--- src/rtl/traffic_pkg.sv ---
// Shared types and defaults for the traffic light subsystem: sensor conditioner
// FSM states, the controller's state encoding and default timing constants.
package traffic_pkg;

  typedef enum logic [1:0] {
    S_IDLE   = 2'd0,
    S_QUAL   = 2'd1,
    S_ACTIVE = 2'd2,
    S_HOLD   = 2'd3
  } sensor_state_t;

  // Light controller state encoding, kept here so both blocks share one package.
  typedef enum logic [1:0] {
    L_A_GREEN  = 2'd0,
    L_A_YELLOW = 2'd1,
    L_B_GREEN  = 2'd2,
    L_B_YELLOW = 2'd3
  } light_state_t;

  localparam int DEF_DEBOUNCE_CYCLES = 4;
  localparam int DEF_HOLD_CYCLES     = 8;
  localparam int DEF_MAX_CYCLES      = 64;

  function automatic int max_int(input int a, input int b);
    return (a > b) ? a : b;
  endfunction

endpackage

--- src/rtl/traffic_sensor_conditioner_if.sv ---
// Sensor-side bundle: raw loop inputs and street-A green in, conditioned TA/TB out.
interface traffic_sensor_conditioner_if;
  logic sense_a_raw;
  logic sense_b_raw;
  logic GA;
  logic TA;
  logic TB;

  modport master (output sense_a_raw, sense_b_raw, GA, input TA, TB);
  modport slave  (input sense_a_raw, sense_b_raw, GA, output TA, TB);
endinterface

--- src/rtl/sensor_debounce.sv ---
// One detector channel: 2-flop synchroniser, debounce qualification and
// hold-off stretch. Output is decoded from registered state only.
module sensor_debounce
  import traffic_pkg::*;
#(
  parameter int DEBOUNCE_CYCLES = DEF_DEBOUNCE_CYCLES,
  parameter int HOLD_CYCLES     = DEF_HOLD_CYCLES
) (
  input  logic clk,
  input  logic rst_n,
  input  logic raw,
  output logic active
);

  localparam int CW = $clog2(max_int(DEBOUNCE_CYCLES, HOLD_CYCLES) + 1);
  localparam logic [CW-1:0] DEB_LAST  = CW'(DEBOUNCE_CYCLES - 1);
  localparam logic [CW-1:0] HOLD_LAST = CW'(HOLD_CYCLES - 1);

  logic          sync1;
  logic          s;
  sensor_state_t state, state_nxt;
  logic [CW-1:0] cnt, cnt_nxt;

  // NOTE: sequential state uses non-blocking assignments so every flop samples
  // pre-edge values; blocking here would collapse the synchroniser into one flop.
  always_ff @(posedge clk or negedge rst_n) begin
    if (!rst_n) begin
      sync1 <= 1'b0;
      s     <= 1'b0;
      state <= S_IDLE;
      cnt   <= '0;
    end else begin
      sync1 <= raw;
      s     <= sync1;
      state <= state_nxt;
      cnt   <= cnt_nxt;
    end
  end

  // NOTE: defaults first so every path assigns both outputs; missing one infers a latch.
  always_comb begin
    state_nxt = state;
    cnt_nxt   = cnt;
    case (state)
      S_IDLE: begin
        if (s) begin
          state_nxt = S_QUAL;
          cnt_nxt   = '0;
        end
      end
      S_QUAL: begin
        if (!s) begin
          state_nxt = S_IDLE;
          cnt_nxt   = '0;
        end else if (cnt == DEB_LAST) begin
          state_nxt = S_ACTIVE;
        end else begin
          cnt_nxt = cnt + CW'(1);
        end
      end
      S_ACTIVE: begin
        if (!s) begin
          state_nxt = S_HOLD;
          cnt_nxt   = '0;
        end
      end
      S_HOLD: begin
        // A re-press cancels the hold-off without re-qualifying.
        if (s) begin
          state_nxt = S_ACTIVE;
        end else if (cnt == HOLD_LAST) begin
          state_nxt = S_IDLE;
          cnt_nxt   = '0;
        end else begin
          cnt_nxt = cnt + CW'(1);
        end
      end
      default: begin
        state_nxt = S_IDLE;
        cnt_nxt   = '0;
      end
    endcase
  end

  assign active = (state == S_ACTIVE) || (state == S_HOLD);

endmodule

--- src/rtl/traffic_sensor_conditioner.sv ---
// Two conditioned detector channels feeding TA/TB. Define TRAFFIC_MAXGREEN_EN
// to add the max-green guard that masks TA so street B is not starved.
module traffic_sensor_conditioner
  import traffic_pkg::*;
#(
  parameter int DEBOUNCE_CYCLES = DEF_DEBOUNCE_CYCLES,
  parameter int HOLD_CYCLES     = DEF_HOLD_CYCLES,
  parameter int MAX_CYCLES      = DEF_MAX_CYCLES
) (
  input  logic                         clk,
  input  logic                         rst,
  traffic_sensor_conditioner_if.slave  bus
);

  logic a_active;
  logic b_active;
  logic mask;

  sensor_debounce #(
    .DEBOUNCE_CYCLES(DEBOUNCE_CYCLES),
    .HOLD_CYCLES    (HOLD_CYCLES)
  ) u_chan_a (
    .clk   (clk),
    .rst_n (rst),
    .raw   (bus.sense_a_raw),
    .active(a_active)
  );

  sensor_debounce #(
    .DEBOUNCE_CYCLES(DEBOUNCE_CYCLES),
    .HOLD_CYCLES    (HOLD_CYCLES)
  ) u_chan_b (
    .clk   (clk),
    .rst_n (rst),
    .raw   (bus.sense_b_raw),
    .active(b_active)
  );

`ifdef TRAFFIC_MAXGREEN_EN
  localparam int MW = $clog2(MAX_CYCLES + 1);
  localparam logic [MW-1:0] MG_LAST = MW'(MAX_CYCLES - 1);

  logic          qual;
  logic [MW-1:0] mg_cnt;

  assign qual = bus.GA & a_active & b_active;

  // mg_cnt saturates at its terminal value while masked so it cannot wrap.
  always_ff @(posedge clk or negedge rst) begin
    if (!rst) begin
      mg_cnt <= '0;
      mask   <= 1'b0;
    end else begin
      if (!bus.GA) begin
        mask <= 1'b0;
      end else if (qual && (mg_cnt == MG_LAST)) begin
        mask <= 1'b1;
      end

      if (!qual) begin
        mg_cnt <= '0;
      end else if (mg_cnt != MG_LAST) begin
        mg_cnt <= mg_cnt + MW'(1);
      end
    end
  end
`else
  localparam int unused_max_cycles = MAX_CYCLES;
  logic unused_ga;
  assign unused_ga = bus.GA;
  assign mask      = 1'b0;
`endif

  assign bus.TA = a_active & ~mask;
  assign bus.TB = b_active;

endmodule

--- src/flat_wrapper.sv ---
// flat-port wrapper written by rule: the top's interface ports become plain ports
module traffic_sensor_conditioner_flat import traffic_pkg::*;
#(
  parameter int DEBOUNCE_CYCLES = DEF_DEBOUNCE_CYCLES,
  parameter int HOLD_CYCLES     = DEF_HOLD_CYCLES,
  parameter int MAX_CYCLES      = DEF_MAX_CYCLES
)
  (clk, rst, bus_sense_a_raw, bus_sense_b_raw, bus_GA, bus_TA, bus_TB);
  traffic_sensor_conditioner_if bus_i ();
  input  logic clk;
  input  logic rst;
  input wire logic [$bits(bus_i.sense_a_raw)-1:0] bus_sense_a_raw;
  input wire logic [$bits(bus_i.sense_b_raw)-1:0] bus_sense_b_raw;
  input wire logic [$bits(bus_i.GA)-1:0] bus_GA;
  output wire logic [$bits(bus_i.TA)-1:0] bus_TA;
  output wire logic [$bits(bus_i.TB)-1:0] bus_TB;
  assign bus_i.sense_a_raw = bus_sense_a_raw;
  assign bus_i.sense_b_raw = bus_sense_b_raw;
  assign bus_i.GA = bus_GA;
  assign bus_TA = bus_i.TA;
  assign bus_TB = bus_i.TB;
  traffic_sensor_conditioner #(.DEBOUNCE_CYCLES(DEBOUNCE_CYCLES), .HOLD_CYCLES(HOLD_CYCLES), .MAX_CYCLES(MAX_CYCLES)) u_core (.clk(clk), .rst(rst), .bus(bus_i));
endmodule
--- config.mk ---
export PLATFORM = sky130hd
export DESIGN_NAME = traffic_sensor_conditioner_flat
export DESIGN_NICKNAME = d
export VERILOG_FILES = /design/src/rtl/traffic_pkg.sv /design/src/rtl/traffic_sensor_conditioner_if.sv /design/src/rtl/sensor_debounce.sv /design/src/rtl/traffic_sensor_conditioner.sv /design/src/flat_wrapper.sv
export SDC_FILE = /design/constraint.sdc
export NUM_CORES = 1
export LEC_CHECK = 0
export ABC_CLOCK_PERIOD_IN_PS = 1300
export BUFFER_PORTS_ARGS = -buffer_cell sky130_fd_sc_hd__buf_4
export CORE_AREA = 3 3 47 49
export DETAILED_ROUTE_END_ITERATION = 8
export DIE_AREA = 0 0 50 52
export GPL_TIMING_DRIVEN = 0
export PLACE_DENSITY = 0.74
export SLEW_MARGIN = 20
export SYNTH_ARGS = -nofsm -noshare
export SYNTH_HDL_FRONTEND = slang
export SYNTH_SLANG_ARGS = --single-unit
--- constraint.sdc ---
create_clock -name clk -period 1.3 [get_ports clk]
set_input_delay 0.065 -clock clk [delete_from_list [all_inputs] [get_ports clk]]
set_output_delay 0.065 -clock clk [all_outputs]
set_load 0.05 [all_outputs]
==> impl_metrics.env <==
export IMPL_status="finished, violations left"
export IMPL_failed_checks="negative setup slack"
export IMPL_area_delta_synth_final_pct=37.1
export IMPL_grt_max_degree=17
export IMPL_nFillCells=143
export IMPL_routed_via_density=5.52
export IMPL_placed_cell_area_sq_um=996
export IMPL_start_util_pct=48.4
export IMPL_synth_seq_area_share_pct=43.5
export IMPL_yosys_warnings=0
export IMPL_avgRoutedWirePerCell_microns=14.0
export IMPL_synth_flop_cell="dfrtp_1"
export IMPL_clk_latency_ps=280
export IMPL_antenna_found_initial=0
export IMPL_drive_above_1_share_pct=39.2
export IMPL_ant_nets=0
export IMPL_grt_pass1_vias=709
export IMPL_power_density_mw_per_mm2=1320
export IMPL_clockRootBuffer="clkbuf_4"
export IMPL_setup_ws_ps=-23.3
export IMPL_dp_hpwl_mm=1.17
export IMPL_die_height_microns=52
export IMPL_cp_end_kind="flip-flop"
export IMPL_yosysTopAreaCell="dfrtp_1"
export IMPL_clk_pin_slew_ps=90
export IMPL_io_buffer_count=5
export IMPL_cp_data_arrival_time_ps=1500
export IMPL_syn_nets=102
export IMPL_drt_total_wl_mm=2.05
export IMPL_synthArstFlopShare_pct=100
export IMPL_fin_util_pct=66.3
export IMPL_drv_slew=0
export IMPL_critPathRequiredTime_ps=1480
export IMPL_reg2reg_slack_ps=-20
export IMPL_period_needed_ps=1320
export IMPL_drc=0
export IMPL_ir_drop_uv=907
export IMPL_max_slew_worst_pin_slew_ps=251
export IMPL_nets=128
export IMPL_grt_pass1_wl_mm=3.03
export IMPL_rr_endpoint="u_core.u_chan_a.cnt[1]"
export IMPL_cts_tree="built"
export IMPL_reg2reg_depth=4
export IMPL_firstDrtPassIters=4
export IMPL_hold_violations=0
export IMPL_cts_buffer_depth=2
export IMPL_syn_inst=95
export IMPL_synth_cell_types=36
export IMPL_slew_headroom_pct=83.3
export IMPL_row_count=16
export IMPL_synth_top_area_share_pct=43.5
export IMPL_rsz0062_at_grt="true"
export IMPL_clock_skew_ps=1.94
export IMPL_syn_avg_cell_area_sq_um=9.68
export IMPL_grt_overflow=0
export IMPL_cts_buffers=3
export IMPL_vias=811
export IMPL_die_w_microns=50
export IMPL_synth_cell_area_sq_um=920
export IMPL_synth_area_leaders="dfrtp_1 (44%), o21ai_0 (3.8%), mux2i_1 (3.3%), nand2_1 (3.3%), xnor2_1 (2.9%)"
export IMPL_critPathMaxFanout=10
export IMPL_setup_tns_ps=-25.9
export IMPL_p_leak_nw=0.547
export IMPL_synth_ff_latch_count=16
export IMPL_path_class="reg -> reg"
export IMPL_design_area_sq_mm=0.00126
export IMPL_die_area_sq_mm=0.00260
export IMPL_p_total_mw=1.67
export IMPL_io_pins=7
export IMPL_setup_viol=2
export IMPL_maxCapViolations=0
export IMPL_maxClockFrequency_ghz=0.756
export IMPL_synth_most_common_cell="dfrtp_1"
export IMPL_coreArea_sq_mm=0.00190
export IMPL_clock_sinks=16
export IMPL_dr_first_iter_drc_count=11
export IMPL_worstHoldPathType="in -> async"
export IMPL_synth_edff_count=0
export IMPL_place_gp_congestion=0.824
export IMPL_gr_usage_all_layers_pct=15.5
export IMPL_period_share_pct=102
export IMPL_seqCellArea_sq_um=402
export IMPL_synth_common_cells="dfrtp_1 (16), nand2_1 (8), o21ai_0 (7)"
export IMPL_htreeDepth=1
export IMPL_multi_input_area_sq_um=543
export IMPL_r2r_start="u_core.u_chan_a.cnt[2]"
export IMPL_n_antenna_cell=0
export IMPL_start_kind="flip-flop"
stage by stage:
step                      setup WS, ps  hold slack (ps)  std cells
final                            -23.3              164        147
after global routing              -118              159        147
after CTS                       -0.489              160        138
after detailed placement          -156            -66.0        127
after global placement           -91.3            -67.4        127
after floorplan                   6.79             -231         95
how the worst max path moves through the flow:
stage | from | endpoint | slack, ps
4_1_cts | u_core.u_chan_b.cnt[1] | u_core.u_chan_b.cnt[0] | -0.5
3_5_place_dp | u_core.u_chan_a.cnt[0] | u_core.u_chan_a.cnt[1] | -160
5_1_grt | u_core.u_chan_a.cnt[1] | flip-flop | -120
6_report | u_core.u_chan_a.cnt[2] | u_core.u_chan_a.cnt[1] | -20
2_1_floorplan | u_core.u_chan_a.cnt[0] | u_core.u_chan_a.cnt[1] | 7
3_3_place_gp | u_core.u_chan_a.cnt[0] | u_core.u_chan_a.cnt[1] | -90
kinds of logic (layout without fill, tap and decap cells):
| group | Yosys count | in the layout | share of synthesized area [%] |
|---|---|---|---|
| AOI/OAI and AO/OA | 26 | 26 | 20.8 |
| xor gates and xnor gates | 3 | 3 | 2.86 |
| muxes | 4 | 4 | 4.49 |
| buffers and inverters | 13 | 38 | 8.03 |
| adders and majority gates | 2 | 2 | 2.72 |
| DFF | 16 | 16 | 43.5 |
| and+or+nand+nor | 31 | 31 | 17.6 |
layout by cell type, fill, tap and decap left out, types with 2 or more instances in the layout:
cell type | Yosys | routed
buf_4 | 2 | 18
dfrtp_1 | 16 | 15
nand2_1 | 8 | 7
inv_1 | 5 | 5
buf_6 | 2 | 4
a21oi_1 | 4 | 4
nand3_1 | 4 | 4
o21ai_0 | 7 | 4
nor2_1 | 6 | 4
mux2i_1 | 3 | 3
o21ai_1 | 1 | 3
xnor2_1 | 3 | 3
clkbuf_4 | 0 | 3
dlygate4sd3_1 | 0 | 3
clkbuf_1 | 2 | 2
nor3_1 | 2 | 2
nand2b_1 | 3 | 2
nor2_2 | 0 | 2
nand3b_1 | 2 | 2
o211ai_1 | 2 | 2
ha_4 | 0 | 2
power by group:
part / switching [mW] / leakage, nW / total (mW) / internal, mW
clock network: 0.149 / 0.0210 / 0.319 / 0.171
logic: 0.311 / 0.334 / 0.650 / 0.338
registers: 0.114 / 0.192 / 0.699 / 0.585
total: 0.574 / 0.547 / 1.67 / 1.09
critical path: stages, from the launching register on:
cell and delay (ps):
dfrtp_1 420, buf_2 210, nor3b_4 200, o22ai_2 120
a32o_2 270
timing repair:
| action | in CTS | in global routing |
|---|---|---|
| hold buffers | 3 | 0 |
| endpoints found under the hold margin | 18 | 0 |
| buffers inserted | 4 | 9 |
| endpoints found under the setup margin | 8 | 9 |
| resized for setup | 9 | 15 |
| pin swaps | 4 | 5 |
| gates cloned | 0 | 0 |
cell type report:
cell class,count,area share (%)
Inverter,5,1.49
Buffer,8,4.96
Clock buffer,4,2.88
Tap cell,27,2.68
Multi-Input combinational cell,66,43.1
Sequential cell,16,31.8
Timing Repair Buffer,21,13.1
per-layer routing:
metal | part of all wire, % | routed length [microns] | GRT usage, % | vias up
met4 | 0.59 | 12 | 3.23 | 0
met2 | 48 | 975 | 23.5 | 17
met1 | 47 | 972 | 21.0 | 401
met5 | 0 | 0 | 0 | -
li1 | - | - | - | 391
met3 | 4.4 | 91 | 6.02 | 2
Note: power is estimated with default switching activity, not from simulation.
